File: config.mk
export PLATFORM = sky130hd
export DESIGN_NAME = merge
export DESIGN_NICKNAME = d
export VERILOG_FILES = /design/src/rtl/merge.sv
export SDC_FILE = /design/constraint.sdc
export NUM_CORES = 1
export LEC_CHECK = 0
export ABC_AREA = 1
export CAP_MARGIN = 20
export CORE_AREA = 3 3 126 128
export CTS_BUF_LIST = sky130_fd_sc_hd__clkbuf_8
export CTS_CLUSTER_DIAMETER = 50
export DETAILED_ROUTE_END_ITERATION = 7
export DIE_AREA = 0 0 129 131
export PLACE_DENSITY = 0.8
export SLEW_MARGIN = 20
export SYNTH_ARGS = -nofsm -noshare
export SYNTH_HDL_FRONTEND = slang
export SYNTH_SLANG_ARGS = --single-unit
File: constraint.sdc
create_clock -name clk -period 1.28 [get_ports clk]
set_input_delay 0.32 -clock clk [delete_from_list [all_inputs] [get_ports clk]]
set_output_delay 0.32 -clock clk [all_outputs]
set_load 0.05 [all_outputs]
File: src/rtl/merge.sv
// merge: round-robin N-to-1 merge of native-bus masters onto one slave port.
//   clk      system clock
//   rst_n    asynchronous active-low reset
//   m_req    concatenated master requests, master 0 in the LSBs, valid is each request's MSB
//   m_resp   concatenated master responses {rdata[32], ready}, master 0 in the LSBs
//   s_req    slave request, held stable for the whole transaction
//   s_resp   slave response {rdata[32], ready}
//   grant_id index of the master being served; holds the last value while idle
module merge #(
    parameter int TYPE = 0,
    parameter int N_MASTERS = 2,
    parameter int ADDR_W = 32,
    localparam int REQ_W = (TYPE == 0) ? ADDR_W + 37 : ADDR_W + 1,
    localparam int RESP_W = 33,
    localparam int GW = (N_MASTERS > 1) ? $clog2(N_MASTERS) : 1
) (
    input  logic                        clk,
    input  logic                        rst_n,
    input  logic [N_MASTERS*REQ_W-1:0]  m_req,
    output logic [N_MASTERS*RESP_W-1:0] m_resp,
    output logic [REQ_W-1:0]            s_req,
    input  logic [RESP_W-1:0]           s_resp,
    output logic [GW-1:0]               grant_id
);
    typedef enum logic {IDLE, BUSY} state_t;
    localparam logic [GW-1:0] LAST = GW'(N_MASTERS - 1);
    state_t state, state_nxt;
    logic [GW-1:0] ptr, grant_q, sel;
    logic [REQ_W-1:0] req_q;
    logic any;
    // Scan from the farthest offset down so the first valid master at or after ptr wins.
    always_comb begin
        sel = ptr;
        any = 1'b0;
        for (int i = N_MASTERS - 1; i >= 0; i--) begin
            if (m_req[((int'(ptr) + i) % N_MASTERS) * REQ_W + REQ_W - 1]) begin
                sel = GW'((int'(ptr) + i) % N_MASTERS);
                any = 1'b1;
            end
        end
    end
    always_comb begin
        state_nxt = state;
        m_resp = '0;
        if (state == IDLE) state_nxt = any ? BUSY : IDLE;
        else if (s_resp[0]) begin
            state_nxt = IDLE;
            m_resp[int'(grant_q) * RESP_W +: RESP_W] = s_resp;
        end
    end
    always_ff @(posedge clk or negedge rst_n) begin
        if (!rst_n) begin
            state <= IDLE;
            ptr <= '0;
            grant_q <= '0;
            req_q <= '0;
        end else begin
            state <= state_nxt;
            if (state == IDLE && any) begin
                req_q <= m_req[int'(sel) * REQ_W +: REQ_W];
                grant_q <= sel;
            end else if (state == BUSY && s_resp[0]) begin
                req_q <= '0;
                ptr <= (grant_q == LAST) ? '0 : grant_q + 1'b1;
            end
        end
    end
    // req_q is cleared on completion and reset, so it doubles as the idle-zero slave request.
    assign s_req = req_q;
    assign grant_id = grant_q;
endmodule

== Yosys cells after proc, flatten, opt, wreduce, memory -nomap -nowiden ==
Index checks and enable logic that the tools add are counted.

* Flip-flop bits (word level): 72

* Add/sub/neg operators: 7
* Multipliers: 4
* Order comparisons: 2
* Shifts and indexed selects: 3
* Multiplexer cells: 18
* Bitwise logic cells: 4
* Reductions and logical operators: 4

{| class="wikitable"
|+ Operators with widths
! kind !! count
|-
| 69-bit two-way mux || 2
|-
| 138-bit by 9-bit variable part select with 69-bit output || 1
|-
| 66-bit two-way mux || 2
|-
| 66-bit AND || 1
|-
| 33-bit by 33-bit variable shift with 66-bit output (first input constant) || 1
|-
| 33-bit by 33-bit variable part select with 66-bit output || 1
|-
| 7-bit negator with 33-bit output || 1
|-
| 1-bit binary-select mux with 8-bit select || 2
|-
| 1-bit by 7-bit multiplier with 8-bit output (second input constant) || 2
|-
| 12-bit by 10-bit < comparator with 1-bit output (second input constant) || 1
|-
| 1-bit two-way mux || 12
|-
| 11-bit by 2-bit subtractor with 12-bit output (second input constant) || 1
|-
| 10-bit by 8-bit adder with 11-bit output (second input constant) || 1
|-
| 10-bit < comparator (second input constant) || 1
|-
| 2-bit by 8-bit multiplier with 10-bit output (second input constant) || 1
|-
| 9-bit by 1-bit subtractor with 10-bit output (second input constant) || 1
|-
| 8-bit by 7-bit adder with 9-bit output (second input constant) || 1
|-
| 1-bit by 6-bit multiplier with 7-bit output (second input constant) || 1
|-
| 1-bit adder (second input constant) || 2
|-
| 1-bit logical AND || 2
|-
| 1-bit NOT || 2
|-
| 2-bit AND reduction || 1
|-
| 2-bit nonzero test || 1
|-
| 1-bit AND (first input constant) || 1
|}

== Depth between registers and ports, before layout ==
* Word-level depth: 13
* Mapped depth: 8
* Gate-level depth less buffers: 6

== Worst setup path before layout ==
OpenSTA, ideal clock, no wires.

* Path type: flip-flop to output port
* Start: reg grant_q (netlist: grant_id)
* End: out m_resp[10]
* Arrival time: 2.393 ns
* Required time: 0.960 ns
* Slack: -1.433 ns
* Cell stages (with the launch flop): 5
* Buffers on the path: 1
* Path through: dfrtp_1 nor2_1 inv_1 buf_2 nor2_1

* Longest elaborated chain between the ends: 6
* Elaborated cells on any way between the ends: 7
* Those cells by class: add/sub: 1; mul: 1; shift: 2; mux: 2; bitwise: 1

{| class="wikitable"
|+ Ends and longest elaborated chain
! what !! line !! text
|-
| from (decl) || 28 || <nowiki>logic [GW-1:0] ptr, grant_q, sel;</nowiki>
|-
| from (signal assigned) || 61 || <nowiki>grant_q <= sel;</nowiki>
|-
| 1-bit by 6-bit multiplier with 7-bit output * || 48 || <nowiki>m_resp[int'(grant_q) * RESP_W +: RESP_W] = s_resp;</nowiki>
|-
| 7-bit negator with 33-bit output * || 48 ||
|-
| 33-bit by 33-bit variable part select with 66-bit output or 33-bit by 33-bit variable shift with 66-bit output (tied branches) || 48 ||
|-
| 66-bit AND (no source line) * || n/a ||
|-
| 66-bit two-way mux * || 46 || <nowiki>else if (s_resp[0]) begin</nowiki>
|-
| 66-bit two-way mux * || 45 || <nowiki>if (state == IDLE) state_nxt = any ? BUSY : IDLE;</nowiki>
|-
| to (decl) || 20 || <nowiki>output logic [N_MASTERS*RESP_W-1:0] m_resp,</nowiki>
|}

Every way passes the cells marked *; elsewhere a longest branch is shown, timed or not.

== Final worst setup path ==
* Start: reg grant_q (netlist: grant_id)
* End: out m_resp[63]

The elaborated chain is that of the path after synthesis.

==> impl_summary.md <==
Outcome
The run finished, with violations left. The final reports fail on negative setup slack.

Synth
During synthesis, Yosys emitted a total of 0 warnings. In the synthesized netlist, the number of instances is between 700 and 800. A synthesized cell averages approximately 6.3 sq um.

Of the synthesized area, sequential elements account for about two fifths. Summing every instance area after synthesis gives approximately 0.0044 sq mm. The count of state elements after synthesis is between 70 and 80. The number of distinct library cell variants in the gate-level netlist after synthesis is 15. The number of nets in the synthesized netlist is between 800 and 900.

Clocking
The master cell of the clock root buffer is clkbuf_8. The number of sinks on the clock net is around 70. The later pin in the worst-skew pair is clocked with a latency of roughly 0.35 ns. The worst-case clock buffer depth is 2.

The total clock buffers created by CTS is 9. The clock tree synthesis step divided the H-tree into 3 levels. The TritonCTS clock tree is built.

The clock transition time at the flip-flop clock pins of the worst setup and hold paths is approximately 0.080 ns.

Place
The global placement routability congestion is 0.9168. The total placed cells including tap cells is about 1200. The count of buffers added on input and output ports is 308.

Detailed placement finished with a half-perimeter wire length of about 14 mm.

Power
For this design the static power due to leakage is between 0.005 and 0.006 uW. The highest ir drop seen on vdd is 650.1 uV. In this run the power density over the cells is roughly 1300 mW/mm^2.

Drt
The via density per instance is ~4.7. The total via count after detailed routing is 5902. The length of the first detailed-routing pass in iterations is 4. For this run, design rule violations remaining after detail routing come to 0. The iteration-0 DRC count of the detailed router is around 300.

The average routed wire per standard cell is between 15 and 20 um. The wire length after detailed routing is approximately 23 mm. The count of nets left with antenna violations once routing finished came out at 0.

Timing
The period utilization is 143.5%. Setup repair after global routing could not meet its margin everywhere. At the pin with the least slew margin, the transition time is between 0.4 and 0.5 ns.

Setup slack on the critical path of the routed design comes to -0.5569 ns. The number of setup violations in the final report is 138. The number of slew-limit violations in the final report is 0. After routing, the total negative slack on setup checks comes to -62.80 ns. The number of hold-slack violations in the final timing report is 0.

Measured against its own limit, the worst slew margin works out to just over 70%. The maximum clock rate is between 500 and 600 MHz. On the final layout, the worst clock skew is 0.01155 ns. The final critical delay including setup and external delays is around 1.8 ns.

Cells and area
The area overhead of the layout relative to synthesis is 156.8%. The total number of nets in the final design is between 1000 and 1500. Excluding fillers, the count of instances in the completed layout stands at roughly 1300. The ratio of cells with drive above 1 in the final layout is between 30% and 40%. The number of fill cells is ~930. The antenna diode instance count is 0.

Floorplan
The die span in x is 129 um. The count of standard-cell rows is between 40 and 50. The core region is between 0.01 and 0.015 sq mm. The starting density of the core is 29.62%.

The die extent in y is ~130 um. Pin placement for this block handled slightly above 300 I/O pins. The floorplan step defined a die boundary enclosing roughly 0.017 sq mm.

GRT
The via count of the first global-routing pass is a little under 6000. The first global-routing pass estimated approximately 33 mm of wire. Entering global routing, the biggest net connects 73 pins. The number of antenna violations at the first check in global routing came to 0. The global-route usage over all layers is around 26%. The global route total overflow is 0.

Setup path
The category of the most critical setup path is flop to output pin. The worst setup path is launched from a flop. The worst setup path is captured at an output pin. In this run the register-to-register setup slack is -0.55 ns.

The arrival time of data at the critical path endpoint is between 1.5 and 2 ns. The endpoint required time on the critical path is between 0.9 and 1 ns. The largest fanout on the critical path is 10.

Run
The tool flagged a number of max-cap violations equal to 0.

Hold path
The worst min-delay path class is input pin to flop.
[per-stage QoR]
| stage | hold slack (ns) | setup WS, ns | total power, uW | util [%] | area [sq um] |
|---|---|---|---|---|---|
| detailed placement | 0.3703 | -0.6392 | 10950 | 65.67 | 9836 |
| global route | 0.4946 | -0.6034 | 14820 | 76.07 | 11390 |
| finish | 0.4737 | -0.5569 | 14260 | 76.07 | 11390 |
| floorplan | 0.02441 | -0.5923 | 6836 | - | 5041 |
| CTS | 0.4492 | -0.5357 | 14070 | 74.85 | 11210 |
| global placement | 0.3674 | -0.6191 | 10820 | 65.67 | 9836 |
[path summary, 6_finish.rpt]
path	endpoint	from	cells after the start
max	m_resp[63]	grant_id	6
min	state	m_req[68]	3
max reg2reg	s_req[44]	state	12
min reg2reg	s_req[47]	s_req[47]	2
max in group asynchronous	grant_id	rst_n	3
min in group asynchronous	s_req[48]	rst_n	3
[per-layer routing]
metal / track usage (%) / part of all wire [%] / up-vias
met3: 6.138 / 8.0 / 59
met4: 10.81 / 3.9 / 0
met5: 0 / 0 / -
met2: 45.88 / 52 / 305
li1: - / - / 2783
met1: 29.31 / 36 / 2755
[power by group]
group / switching, uW / internal [uW] / leakage, uW
Clock: 896 / 1140 / 0.000108
Sequential: 546 / 2750 / 0.000909
Combinational: 4630 / 4290 / 0.00459
Total: 6070 / 8180 / 0.00561
[flip-flops by register name, summed over array words and instances (netlist names)]
| name | cells |
|---|---|
| s_req | 69 |
| grant_id | 1 |
| ptr | 1 |
| state | 1 |
[cell families (layout without fill, tap and decap cells)]
family	after synthesis	in the layout	share of synthesized area (%)
and+or+nand+nor	417	417	39.73
AOI/OAI and AO/OA	3	3	0.3383
buffers and inverters	217	578	19.32
DFF	72	72	40.61
[synth_stat cells]
library cell	number	area (sq um)
clkbuf_1	19	71.32
nor2_4	2	22.52
inv_2	2	7.510
a21oi_1	3	15.01
nand2_2	4	25.02
buf_1	2	7.510
buf_4	2	15.01
buf_6	2	22.52
nand3_1	136	680.7
inv_1	174	653.1
nor2_2	1	6.260
buf_2	16	80.08
dfrtp_1	72	1802
nand2_1	207	777.0
nor2_1	67	251.5
[layout by cell type, fill, tap and decap left out]
master           count
nor2_2               1
dfrtp_2              5
nand2_2             33
clkinvlp_4           1
clkinv_4             1
nand2_4              6
buf_8                3
bufbuf_16            1
nand2_1            172
inv_1              171
a21oi_2              1
buf_4               23
clkinv_2             1
buf_16              14
nand3_4              5
buf_6               10
clkbuf_16            1
nand3_2             49
dlygate4sd2_1        3
clkdlybuf4s50_1    168
inv_2                2
inv_6                2
dlygate4sd3_1        1
inv_4                1
nor2_4              68
buf_12             163
nand3_1             82
bufinv_16            2
nor2_1               1
dfrtp_1             67
a21oi_1              2
clkbuf_8            10
[layout make-up]
| class | count | area, sq um | area share, % |
|---|---|---|---|
| Clock inverter | 5 | 81.33 | 0.7139 |
| Tap cell | 188 | 235.2 | 2.065 |
| Timing Repair Buffer | 387 | 5754 | 50.51 |
| Inverter | 176 | 673.1 | 5.909 |
| Multi-Input combinational cell | 420 | 2703 | 23.72 |
| Clock buffer | 10 | 137.6 | 1.208 |
| Sequential cell | 72 | 1808 | 15.87 |
[critical path, cell delays in order, from the launching register on]
cell	delay, ns
dfrtp_2	0.41
inv_2	0.06
nor2_4	0.16
inv_6	0.11
buf_12	0.17
nor2_4	0.11
buf_12	0.15
[repair_timing]
action                     CTS  global route
cloned                      22             1
buffers inserted            21            20
pin swaps                   25            45
hold buffers                 1             0
resized for setup           87            70
hold endpoints to repair    60             0
setup endpoints to repair  139           166
(Power assumes the default switching activity.)
